`config.mk`:
```
export PLATFORM = sky130hd
export DESIGN_NAME = ex_muldiv_ctrl
export DESIGN_NICKNAME = d
export VERILOG_FILES = /design/src/rtl/ex_muldiv_ctrl.sv
export SDC_FILE = /design/constraint.sdc
export NUM_CORES = 1
export LEC_CHECK = 0
export ABC_AREA = 1
export BUFFER_PORTS_ARGS = -buffer_cell sky130_fd_sc_hd__buf_2
export CAP_MARGIN = 20
export CORE_UTILIZATION = 25
export DETAILED_ROUTE_END_ITERATION = 6
export GPL_ROUTABILITY_DRIVEN = 0
export GPL_TIMING_DRIVEN = 0
export HOLD_SLACK_MARGIN = 0.05
export SYNTH_ARGS = -nofsm -noshare
export SYNTH_HDL_FRONTEND = slang
export SYNTH_SLANG_ARGS = --single-unit
```
`constraint.sdc`:
```
create_clock -name clk -period 7.8 [get_ports clk]
set_input_delay 0 -clock clk [delete_from_list [all_inputs] [get_ports clk]]
set_output_delay 0 -clock clk [all_outputs]
set_load 0.005 [all_outputs]
```
`src/rtl/ex_muldiv_ctrl.sv`:
```
`default_nettype none
// +----------------------------------------------------------------------------+
// | Module  : ex_muldiv_ctrl                                                   |
// | Brief   : Iterative unsigned MUL/DIV sequencer beside the EX-stage ALU;    |
// |           optional early divide-by-zero exit via MULDIV_DIV0_EXP_EN.       |
// | Revision: 1.0                                                              |
// +----------------------------------------------------------------------------+
module ex_muldiv_ctrl #(
  parameter int DATA_W = 32,
  parameter int CNT_W  = 6
) (
  input  logic              clk,
  input  logic              reset,
  input  logic              stall,
  input  logic              flush,
  input  logic              start,
  input  logic [1:0]        op,
  input  logic [DATA_W-1:0] in_0,
  input  logic [DATA_W-1:0] in_1,
  output logic              stall_req,
  output logic              done,
  output logic [DATA_W-1:0] result,
  output logic              div0
);

  localparam logic [1:0]       c_st_idle = 2'd0;
  localparam logic [1:0]       c_st_calc = 2'd1;
  localparam logic [1:0]       c_st_done = 2'd2;
  localparam logic [CNT_W-1:0] c_last    = CNT_W'(DATA_W - 1);

  logic [1:0]          r_state;
  logic [1:0]          w_next;
  logic [CNT_W-1:0]    r_cnt;
  logic [1:0]          r_op;
  logic [DATA_W-1:0]   r_opnd;
  logic [2*DATA_W-1:0] r_acc;
  logic                w_accept;
  logic [DATA_W:0]     w_mul_sum;
  logic [DATA_W:0]     w_shift;
  logic [DATA_W-1:0]   w_sub;
  logic                w_ge;
  logic [2*DATA_W-1:0] w_acc_step;
`ifdef MULDIV_DIV0_EXP_EN
  logic                r_div0;
  logic                w_div0_start;
  assign w_div0_start = op[1] && (in_1 == '0);
`endif

  assign w_accept = (r_state == c_st_idle) && start && !flush;

  // Shared accumulator: MUL keeps {product_hi, multiplier/product_lo};
  // DIV keeps {partial remainder, dividend shifting out / quotient shifting in}.
  assign w_mul_sum = {1'b0, r_acc[2*DATA_W-1:DATA_W]} + (r_acc[0] ? {1'b0, r_opnd} : '0);
  assign w_shift   = {r_acc[2*DATA_W-1:DATA_W], r_acc[DATA_W-1]};
  assign w_ge      = w_shift[DATA_W] | (w_shift[DATA_W-1:0] >= r_opnd);
  assign w_sub     = w_shift[DATA_W-1:0] - r_opnd;
  assign w_acc_step = r_op[1]
      ? {(w_ge ? w_sub : w_shift[DATA_W-1:0]), r_acc[DATA_W-2:0], w_ge}
      : {w_mul_sum, r_acc[DATA_W-1:1]};

  always_ff @(posedge clk) begin
    if (!reset) r_state <= c_st_idle;
    else        r_state <= w_next;
  end

  always_comb begin
    w_next = r_state;
    case (r_state)
      c_st_idle: begin
        if (start && !flush) begin
`ifdef MULDIV_DIV0_EXP_EN
          w_next = w_div0_start ? c_st_done : c_st_calc;
`else
          w_next = c_st_calc;
`endif
        end
      end
      c_st_calc: begin
        if (flush)                w_next = c_st_idle;
        else if (r_cnt == c_last) w_next = c_st_done;
      end
      c_st_done: begin
        if (flush || !stall) w_next = c_st_idle;
      end
      default: w_next = c_st_idle;
    endcase
  end

  always_ff @(posedge clk) begin
    if (!reset) begin
      r_cnt  <= '0;
      r_op   <= '0;
      r_opnd <= '0;
      r_acc  <= '0;
`ifdef MULDIV_DIV0_EXP_EN
      r_div0 <= 1'b0;
`endif
    end else if (w_accept) begin
      r_cnt  <= '0;
      r_op   <= op;
      r_opnd <= op[1] ? in_1 : in_0;
      r_acc  <= {{DATA_W{1'b0}}, (op[1] ? in_0 : in_1)};
`ifdef MULDIV_DIV0_EXP_EN
      r_div0 <= w_div0_start;
`endif
    end else if (r_state == c_st_calc) begin
      r_cnt <= r_cnt + 1'b1;
      r_acc <= w_acc_step;
    end
  end

  // Outputs are gated by reset so they read zero during the reset cycle itself.
  always_comb begin
    stall_req = 1'b0;
    done      = 1'b0;
    result    = '0;
    div0      = 1'b0;
    if (reset) begin
      case (r_state)
        c_st_idle: stall_req = start && !flush;
        c_st_calc: stall_req = 1'b1;
        c_st_done: begin
          done   = 1'b1;
          result = r_op[0] ? r_acc[2*DATA_W-1:DATA_W] : r_acc[DATA_W-1:0];
`ifdef MULDIV_DIV0_EXP_EN
          if (r_div0) begin
            div0   = 1'b1;
            result = '0;
          end
`endif
        end
        default: ;
      endcase
    end
  end

endmodule
`default_nettype wire

```
==> run metrics <==
outcome completed; Die ar. 46500 um2; cell internal pwr about 1.1 mW; cells after synthesis about 2100; width of the die between 200 and 250 um; hold depth 5; xor/xnor share of the synthesized area roughly 1.4%; synth unique cells 48; Num CTS Buffers 9; most common cell after layout, fill and taps aside nand2_1; first-pass GRT wire length 70800 um; WL/cell between 15 and 20 um; area delta synth->final 19.4%; slowest CP cell o21ai_0; FF-to-FF path depth 19; Antenna Nets Post-Route 0; unrepaired setup endpoints after global routing no; pin count of the biggest net entering global routing 20; Total Power about 1.9 mW; Slew Viols, Final 0; Leak Pwr 7.25 nW; Final Net Count roughly 2400; clock transition at the registers of the reported paths 90 ps; Vias 13734; Final Hold Vio Count 0; most frequently used flop master after synthesis dfxtp_1; final period utilization 51.0%; Via density ~4.7; Simple-Gate Fraction of Synth Area 41.7%; HP Class input port to flip-flop; CP Launch Type flip-flop; Longest Clk Path Bufs 2; # setup viols final 0; max_cap viols 0; first drt pass iteration count 6; total number of H-tree levels 3; critical path type flip-flop to flip-flop; Worst Setup End Kind flip-flop; Final Cell Area approximately 14000 um2; largest family of logic cells by synthesized area simple AND/OR/NAND/NOR gates; row count 77; Max VDD drop roughly 0.11 mV; Tmin final ~4000 ps; clk_lat worst skew around 370 ps; Switching Share between 40% and 50%; Die Ht ~220 um; total track usage around 20%; Max Freq about 250 MHz; sequential area share after synthesis a little under a fifth; Clock Power Share 27.1%; Synthesized Nets between 2000 and 2500; Cell Pwr Density around 140 nW/um2; number of synthesized register bits around 110; residual DRC count 0; Post-synth EDFFs 0; Async SR Flop Fraction 0%; Antenna Cells 0; Worst slew margin 34.1%; final wirelength approximately 46000 um; most used cell, CP nand2_1; Setup Skew between 8 and 9 ps; syn avg cell area 5.38 um2; Ports around 110; worst reg2reg path endpoint r_acc[61]; Core Region around 45000 um2; Sink Count 106; Comb pwr share 39.4%; global route overflow 0; DRT iter0 DRCs about 930; worst-path fanout max 10; yosys warns 0; Cell Chain, Critical Path clkbuf_1 > clkbuf_1 > nand2_1 > inv_1 > ha_1 > fa_1 > nand2_1 > nand3_1 > nand2_1 > o21ai_0 > nand2_1 > nand2_1 > nand2_1 > nand2_1 > nand2_1 > nand3_1 > nand3_1 > nand2_1 > inv_1; initial antenna violation count 0; Detailed Place HPWL a little under 40000 um; RR Startpoint r_acc[0]; worst-margin pin slew 989 ps; Netlist Area Pre-Place around 11000 um2; adder-cell share of the synthesized area around 7.5%; compound-gate portion of the synthesized area about 16%; WHS Endpoint r_acc[10]; r2r setup slk between 3000 and 4000 ps; placed inst area 12700 um2; multiplexer share of the synthesized area less than 1%; min-delay src in_1[10]; vias in the first global route between 10000 and 15000; CP peak stage delay slightly above 600 ps; Root Driver clkbuf_16; setup_tns 0 ps; Psw between 0.7 and 0.8 mW; Seq pwr share 33.5%; Initial Util roughly a quarter; Port Buf Inserts ~100; most frequent cells in the layout nand2_1, inv_1, nor2_1, a21oi_1, o21ai_0; CP arrival ~4300 ps; Critical Path RT about 8100 ps; share of layout cells above drive strength 1 7.21%; TritonCTS clock tree yes
-- cell families after synthesis --
group | Yosys count
AOI/OAI and AO/OA | 326
xor gates and xnor gates | 18
adders and majority gates | 67
buffers and inverters | 446
DFF | 106
muxes | 1
other | 1
and+or+nand+nor | 1153
-- critical path, delay by kind of cell, from the launching register on --
family / cells / cell delay (ps)
AOI/OAI and AO/OA: 1 / 610
adders and majority gates: 2 / 620
buffers and inverters: 4 / 1080
DFF: 1 / 310
and+or+nand+nor: 12 / 1240
-- metal layers --
layer  share of wire (%)  track usage (%)
met1                  44             25.7
met2                  47             33.8
met3                 5.9             1.40
met4                 3.3             6.74
met5                   0                0
-- metrics by stage --
| stage | std cells | hold WS [ps] | utilization [%] | setup slack (ps) |
|---|---|---|---|---|
| floorplan | 2118 | 154 | - | 5340 |
| global placement | 2814 | 287 | 28.4 | 3990 |
| detailed placement | 2814 | 286 | 28.4 | 3950 |
| CTS | 2894 | 51.9 | 30.5 | 3930 |
| global route | 2894 | 72.9 | 30.5 | 3520 |
| finish | 2894 | 48.3 | 30.5 | 3820 |
-- state kept, by name (all words and copies together) (netlist names) --
register and count:
r_state 2, r_opnd 32, r_op 2, r_acc 64
r_cnt 6
-- Yosys cell counts, drive strengths merged, types with 2 or more instances --
master	count	area, um2
a211oi	2	15.0
a21o	2	15.0
a21oi	141	732
a221oi	4	35.0
a31oi	31	194
and2	6	37.5
buf	22	119
clkbuf	57	214
clkinv	5	18.8
dfxtp	106	2120
fa	2	40.0
ha	65	813
inv	362	1360
nand2	767	2910
nand3	115	581
nand3b	13	97.6
nand4	34	213
nor2	200	795
nor3	12	65.1
nor4	2	27.5
o2111a	8	90.1
o211ai	3	22.5
o21ai	131	656
o21bai	2	15.0
or2	2	12.5
xnor2	2	17.5
xor2	16	140
-- layout make-up --
type | count | area [um2]
fillers | 5122 | 31000
multi-input cells | 1566 | 7570
flip-flops and latches | 106 | 2120
inverters | 367 | 1380
repair buffers | 168 | 1160
well taps | 592 | 741
plain buffers | 79 | 333
clock buffers | 9 | 225
clock inverters | 7 | 88.8
-- power groups by stage --
stage	logic, mW	registers, mW	clock network [mW]
global placement	0.696	0.640	0
CTS	0.727	0.626	0.509
global route	0.822	0.633	0.531
detailed placement	0.696	0.639	0
finish	0.740	0.630	0.510
floorplan	0.501	0.613	0
-- worst max-delay path by stage --
| stage | from | endpoint | slack, ps | cells past startpoint |
|---|---|---|---|---|
| final | r_acc[0] | r_acc[61] | 3820 | 19 |
| after global routing | r_acc[0] | r_acc[61] | 3520 | 19 |
| after CTS | r_acc[0] | r_acc[61] | 3930 | 19 |
| after detailed placement | r_acc[0] | r_acc[61] | 3950 | 19 |
| after global placement | r_acc[0] | r_acc[61] | 3990 | 19 |
| after floorplan | r_acc[0] | r_acc[57] | 5340 | 19 |
-- timing repair --
item,CTS,global route
endpoints found under the hold margin,37,0
gates resized for setup,0,0
buffers inserted,0,0
hold buffers,64,0
Note: power is estimated with default switching activity, not from simulation.
